<file path="config.mk">
export PLATFORM = sky130hd
export DESIGN_NAME = monitoreo_multicanal
export DESIGN_NICKNAME = d
export VERILOG_FILES = /design/src/rtl/monitoreo_multicanal.sv
export SDC_FILE = /design/constraint.sdc
export NUM_CORES = 1
export LEC_CHECK = 0
export CAP_MARGIN = 20
export CORE_MARGIN = 4
export CORE_UTILIZATION = 41
export DETAILED_ROUTE_END_ITERATION = 6
export PLACE_DENSITY = 0.81
export SLEW_MARGIN = 40
export SYNTH_ARGS = -nofsm -noshare
export SYNTH_HDL_FRONTEND = slang
export SYNTH_SLANG_ARGS = --single-unit
</file>
<file path="constraint.sdc">
create_clock -name clk -period 2.08 [get_ports clk]
set_clock_uncertainty 0.1 [all_clocks]
set_input_delay 0.416 -clock clk [delete_from_list [all_inputs] [get_ports clk]]
set_output_delay 0.416 -clock clk [all_outputs]
set_load 0.02 [all_outputs]
</file>
<file path="src/rtl/monitoreo_multicanal.sv">
// Multi-channel temperature monitor: per-channel NORMAL/BAJO/ALTO/ALERTA FSM.
// Optional macro ALERTA_LATCH_EN: ALERTA exits only on vuelta with ack.
module monitoreo_multicanal #(
  parameter int NUM_CH = 4,
  parameter int TEMP_W = 10,
  parameter int T_BAJO = 180,
  parameter int T_ALTO = 260,
  parameter int HYST   = 0,
  parameter int N_PERS = 5,
  parameter int CNT_W  = 4
) (
  input  logic                     clk,
  input  logic                     srst,
  input  logic [NUM_CH*TEMP_W-1:0] temp_entrada,
  input  logic [NUM_CH-1:0]        temp_valida,
  input  logic [NUM_CH-1:0]        ack_alerta,
  output logic [2*NUM_CH-1:0]      estado_actual,
  output logic [CNT_W*NUM_CH-1:0]  contador_salida,
  output logic [NUM_CH-1:0]        calefactor,
  output logic [NUM_CH-1:0]        ventilador,
  output logic [NUM_CH-1:0]        alerta_canal,
  output logic                     alerta
);

  typedef enum logic [1:0] {
    NORMAL = 2'b00,
    BAJO   = 2'b01,
    ALTO   = 2'b10,
    ALERTA = 2'b11
  } est_t;

  typedef enum logic [1:0] {
    C_NONE  = 2'b00,
    C_FRIO  = 2'b01,
    C_CALOR = 2'b10
  } causa_t;

  localparam logic [TEMP_W-1:0] LIM_BAJO = TEMP_W'(T_BAJO);
  localparam logic [TEMP_W-1:0] LIM_ALTO = TEMP_W'(T_ALTO);
  localparam logic [TEMP_W-1:0] VUEL_LO  = TEMP_W'(T_BAJO + HYST);
  localparam logic [TEMP_W-1:0] VUEL_HI  = TEMP_W'(T_ALTO - HYST);
  localparam logic [CNT_W-1:0]  NP       = CNT_W'(N_PERS);
  localparam logic [CNT_W-1:0]  UNO      = CNT_W'(1);

  if (T_BAJO + HYST > T_ALTO - HYST) begin : g_chk_hyst
    $fatal(1, "hysteresis band overlaps thresholds");
  end
  if (N_PERS < 1) begin : g_chk_np_min
    $fatal(1, "N_PERS must be at least 1");
  end
  if (N_PERS >= (1 << CNT_W)) begin : g_chk_np_max
    $fatal(1, "N_PERS does not fit in CNT_W");
  end
  if (T_ALTO >= (1 << TEMP_W)) begin : g_chk_talto
    $fatal(1, "T_ALTO does not fit in TEMP_W");
  end

  est_t             est_q   [NUM_CH];
  est_t             est_d   [NUM_CH];
  logic [CNT_W-1:0] cnt_q   [NUM_CH];
  logic [CNT_W-1:0] cnt_d   [NUM_CH];
  causa_t           causa_q [NUM_CH];
  causa_t           causa_d [NUM_CH];

  logic [NUM_CH-1:0] frio;
  logic [NUM_CH-1:0] calor;
  logic [NUM_CH-1:0] vuelta;
  logic [NUM_CH-1:0] cal_d;
  logic [NUM_CH-1:0] ven_d;
  logic [NUM_CH-1:0] ala_d;

  for (genvar g = 0; g < NUM_CH; g++) begin : g_ch
    logic [TEMP_W-1:0] t;
    assign t         = temp_entrada[g*TEMP_W +: TEMP_W];
    assign frio[g]   = t < LIM_BAJO;
    assign calor[g]  = t >= LIM_ALTO;
    assign vuelta[g] = (t >= VUEL_LO) && (t < VUEL_HI);
    assign estado_actual[2*g +: 2]       = est_q[g];
    assign contador_salida[CNT_W*g +: CNT_W] = cnt_q[g];
  end

`ifndef ALERTA_LATCH_EN
  logic unused_ack;
  assign unused_ack = &{1'b0, ack_alerta};
`endif

  always_comb begin
    for (int i = 0; i < NUM_CH; i++) begin
      est_d[i]   = est_q[i];
      cnt_d[i]   = cnt_q[i];
      causa_d[i] = causa_q[i];
      if (temp_valida[i]) begin
        unique case (est_q[i])
          NORMAL: begin
            unique case (1'b1)
              frio[i]: begin
                est_d[i]   = BAJO;
                cnt_d[i]   = UNO;
                causa_d[i] = C_FRIO;
              end
              calor[i]: begin
                est_d[i]   = ALTO;
                cnt_d[i]   = UNO;
                causa_d[i] = C_CALOR;
              end
              default: cnt_d[i] = '0;
            endcase
          end
          BAJO: begin
            unique case (1'b1)
              frio[i]: cnt_d[i] = cnt_q[i] + UNO;
              calor[i]: begin
                est_d[i]   = ALTO;
                cnt_d[i]   = UNO;
                causa_d[i] = C_CALOR;
              end
              vuelta[i]: begin
                est_d[i]   = NORMAL;
                cnt_d[i]   = '0;
                causa_d[i] = C_NONE;
              end
              default: ;
            endcase
          end
          ALTO: begin
            unique case (1'b1)
              calor[i]: cnt_d[i] = cnt_q[i] + UNO;
              frio[i]: begin
                est_d[i]   = BAJO;
                cnt_d[i]   = UNO;
                causa_d[i] = C_FRIO;
              end
              vuelta[i]: begin
                est_d[i]   = NORMAL;
                cnt_d[i]   = '0;
                causa_d[i] = C_NONE;
              end
              default: ;
            endcase
          end
          ALERTA: begin
            cnt_d[i] = NP;
            unique case (1'b1)
              frio[i]:  causa_d[i] = C_FRIO;
              calor[i]: causa_d[i] = C_CALOR;
              vuelta[i]: begin
                causa_d[i] = C_NONE;
`ifdef ALERTA_LATCH_EN
                if (ack_alerta[i]) begin
                  est_d[i] = NORMAL;
                  cnt_d[i] = '0;
                end
`else
                est_d[i] = NORMAL;
                cnt_d[i] = '0;
`endif
              end
              default: ;
            endcase
          end
        endcase
        // persistence reached: covers N_PERS=1 straight from NORMAL
        if ((est_d[i] inside {BAJO, ALTO}) && cnt_d[i] == NP)
          est_d[i] = ALERTA;
      end
      cal_d[i] = (est_d[i] == BAJO) ||
                 (est_d[i] == ALERTA && causa_d[i] == C_FRIO);
      ven_d[i] = (est_d[i] == ALTO) ||
                 (est_d[i] == ALERTA && causa_d[i] == C_CALOR);
      ala_d[i] = est_d[i] == ALERTA;
    end
  end

  always_ff @(posedge clk) begin
    if (srst) begin
      for (int i = 0; i < NUM_CH; i++) begin
        est_q[i]   <= NORMAL;
        cnt_q[i]   <= '0;
        causa_q[i] <= C_NONE;
      end
      calefactor   <= '0;
      ventilador   <= '0;
      alerta_canal <= '0;
      alerta       <= 1'b0;
    end else begin
      for (int i = 0; i < NUM_CH; i++) begin
        est_q[i]   <= est_d[i];
        cnt_q[i]   <= cnt_d[i];
        causa_q[i] <= causa_d[i];
      end
      calefactor   <= cal_d;
      ventilador   <= ven_d;
      alerta_canal <= ala_d;
      alerta       <= |ala_d;
    end
  end

endmodule

</file>
==> out/results.txt <==
Min Clock Period, post-route: 2.05 ns
Drt total wl: 7980 um
CP startpoint kind: input pin
Commonest non-fill, non-tap cell in the layout: buf_4
Syn Nets: 380
Pint: 1600 uW
1st-iter DRT viols: 103
Via count: 2935
CP Max Fanout: 4
Yosys warnings: 0
Cts hold-fix bufs: 0
Global-route wire length before repair: 12300 um
I/O pin count: 87
Switch Pwr: 676 uW
Total Power: 2280 uW
Routed WL per cell: 15.1 um
Sequential Power Share: 41.9%
Share of layout cells above drive strength 1: 30.3%
Comb power frac: 28.7%
Arr. time, crit path: 2.13 ns
Syn Inst Count: 326
Diode count: 0
Vias in the first global route: 2859
Max cap viols: 0
Post-route cell area: 0.00421 sq mm
Leak pwr: 0.00175 uW
CTS buffer count: 5
Worst ir drop on vdd: 0.332 mV
Worst-Margin Slew: 0.516 ns
CORE AREA: 0.00603 sq mm
Post-route antenna net violation count: 0
RSZ-0062 raised after global routing: yes
Reg area: 910 sq um
GPL Wtd Cong: 0.856
Multi-input logic area: 0.00183 sq mm
Pins over their slew limit: 0
Met1 wire length: 3390 um
Met3 Wirelength: 380 um
Initial Utilization: 42.9%
Top sig layer: met4
Clock transition at path regs: 0.09 ns
Nets: 508
Clock Path Buffers: 2
Sw Share: 29.7%
Hold Vio Cnt, Final: 0
Met2 WL: 4040 um
Die width: 87.4 um
GRT overflow: 0
Fmax: 487 MHz
DRT Pass-1 Iters: 4
Die Y: 87.4 um
Final setup fails: 0
# port buffers: 74
Total Routing Usage GR: 19.4%
DR DRC count: 0
Fin crit share: 98.7%
Mean Syn Cell Area: 7.93 sq um
Post-Synthesis Cell Area: 0.00258 sq mm
Number of antenna violations at the first check in global routing: 0
Hpwl dp: 5440 um
CTS tree: done
Async SR Flop Fraction: 0%
Clk root buf: clkbuf_8
Vias per cell: 5.54
Placed cell area: 0.00375 sq mm
Cell area power density: 540 mW/mm^2
Clk network pwr share: 29.4%
Worst-Skew Late Latency: 0.29 ns
Highest-count cells in the layout ignoring fill and taps: buf_4 (59), clkdlybuf4s50_1 (49), dfxtp_1 (38), nand2_1 (31), nor2_1 (28)
Slew HR: 65.3%
Status: finished, final reports clean
H-tree Lvls: 2
DIE AREA: 0.00764 sq mm
Main synth FF type: dfxtp_1
Layout area overhead: 63.0%
Synth unique cells: 60
Worst hold path type: flip-flop to flip-flop
Row count: 28
Largest net degree at the start of global routing: 37
Crit. End Element: flip-flop
Post-synthesis register bit count: 45
WP data required: 2.16 ns
Clock sink count: 45
Register area share after synthesis: 34.8%
Layout fillers: 503
Worst Setup Path Type: input pin to flip-flop
EDFF count, synth: 0
-- area by class of cell --
| type | instances | share of cell area (%) |
|---|---|---|
| clock buffers | 5 | 1.63 |
| clock inverters | 3 | 1.10 |
| inverters | 16 | 1.43 |
| multi-input cells | 252 | 43.4 |
| flip-flops and latches | 45 | 21.6 |
| well taps | 75 | 2.23 |
| repair buffers | 134 | 28.6 |
-- repair_timing --
action	CTS	global route
setup buffers	5	5
resized for setup	54	56
gates cloned	0	0
pin swaps	22	35
setup endpoints to repair	28	23
-- worst paths after layout --
check / start / end / slack, ns / cells after the start
max: temp_entrada[36] / alerta$_SDFF_PP0_ / 0.03 / 8
min: cnt_q[3][1]$_SDFFE_PP0P_ / cnt_q[3][1]$_SDFFE_PP0P_ / 0.40 / 2
max reg2reg: cnt_q[1][0]$_SDFFE_PP0P_ / ventilador[1]$_SDFF_PP0_ / 0.05 / 7
min reg2reg: cnt_q[3][1]$_SDFFE_PP0P_ / cnt_q[3][1]$_SDFFE_PP0P_ / 0.40 / 2
-- metrics by stage --
stage	setup TNS (ns)	worst slack [ns]	util [%]	instances	hold WS, ns
after floorplan	-0.0125	-0.0108	-	326	0.434
after global placement	-12.94	-0.523	62.3	513	0.381
after detailed placement	-14.97	-0.577	62.3	513	0.395
after CTS	-0.00558	-0.00339	66.1	525	0.406
after global routing	-0.130	-0.0426	69.9	530	0.431
final	0	0.0275	69.9	530	0.404
-- sequential cells by signal, summed over array words and instances (netlist names) --
register,flops
causa_q,8
cnt_q,16
alerta_canal,4
alerta,1
ventilador,4
calefactor,4
est_q,8
-- critical path: stages --
cell	delay [ns]
buf_6	0.09
or4_4	0.51
o31a_1	0.35
o21ai_2	0.25
a21o_1	0.18
a21o_1	0.12
a21o_1	0.13
o2111ai_1	0.09
-- cell families after synthesis --
| logic type | count (synthesis) | share of synthesized area, % |
|---|---|---|
| compound gates | 106 | 29.4 |
| xor+xnor | 10 | 3.39 |
| fa+ha+maj | 4 | 1.94 |
| buf+inv | 29 | 4.26 |
| flops | 45 | 34.8 |
| simple gates | 132 | 26.2 |
-- routing by layer --
layer / global-route usage, % / vias to the layer above
li1: - / 1446
met1: 23.0 / 1392
met2: 34.5 / 78
met3: 3.78 / 19
met4: 6.69 / 0
met5: 0 / -
-- synth_stat cells (2+ instances only) --
library cell,instances,area [sq um]
o21a_1,5,37.5
a31oi_1,5,31.3
a21boi_0,4,30.0
o22ai_1,4,25.0
nand3_1,19,95.1
ha_1,4,50.1
and3_1,5,31.3
o21ai_0,12,60.1
o31ai_4,2,42.5
a21o_1,7,52.6
nor3_2,2,20.0
nor4_1,3,18.8
nand2_1,34,128
xor2_1,3,26.3
a31o_2,3,26.3
o211ai_1,2,15.0
o2111ai_1,3,26.3
dfxtp_1,45,901
xnor2_1,7,61.3
clkbuf_1,12,45.0
nand2b_1,9,56.3
o211a_1,2,20.0
nand4b_1,2,17.5
inv_1,16,60.1
or4_1,2,15.0
nor2b_1,7,43.8
a311oi_1,3,26.3
a211oi_1,6,45.0
a21oi_1,28,140
nor2_1,29,109
nor3_1,8,40.0
a221oi_1,2,17.5
o2bb2ai_1,3,26.3
or3_1,2,12.5
-- power by group through the flow --
| stage | Combinational (uW) | Clock (uW) | Sequential [uW] |
|---|---|---|---|
| 2_1_floorplan | 251 | 0 | 996 |
| 3_3_place_gp | 553 | 0 | 967 |
| 3_5_place_dp | 567 | 0 | 969 |
| 4_1_cts | 594 | 684 | 950 |
| 5_1_grt | 704 | 720 | 961 |
| 6_report | 653 | 669 | 954 |
No activity file was read; power rests on OpenSTA's default activity.
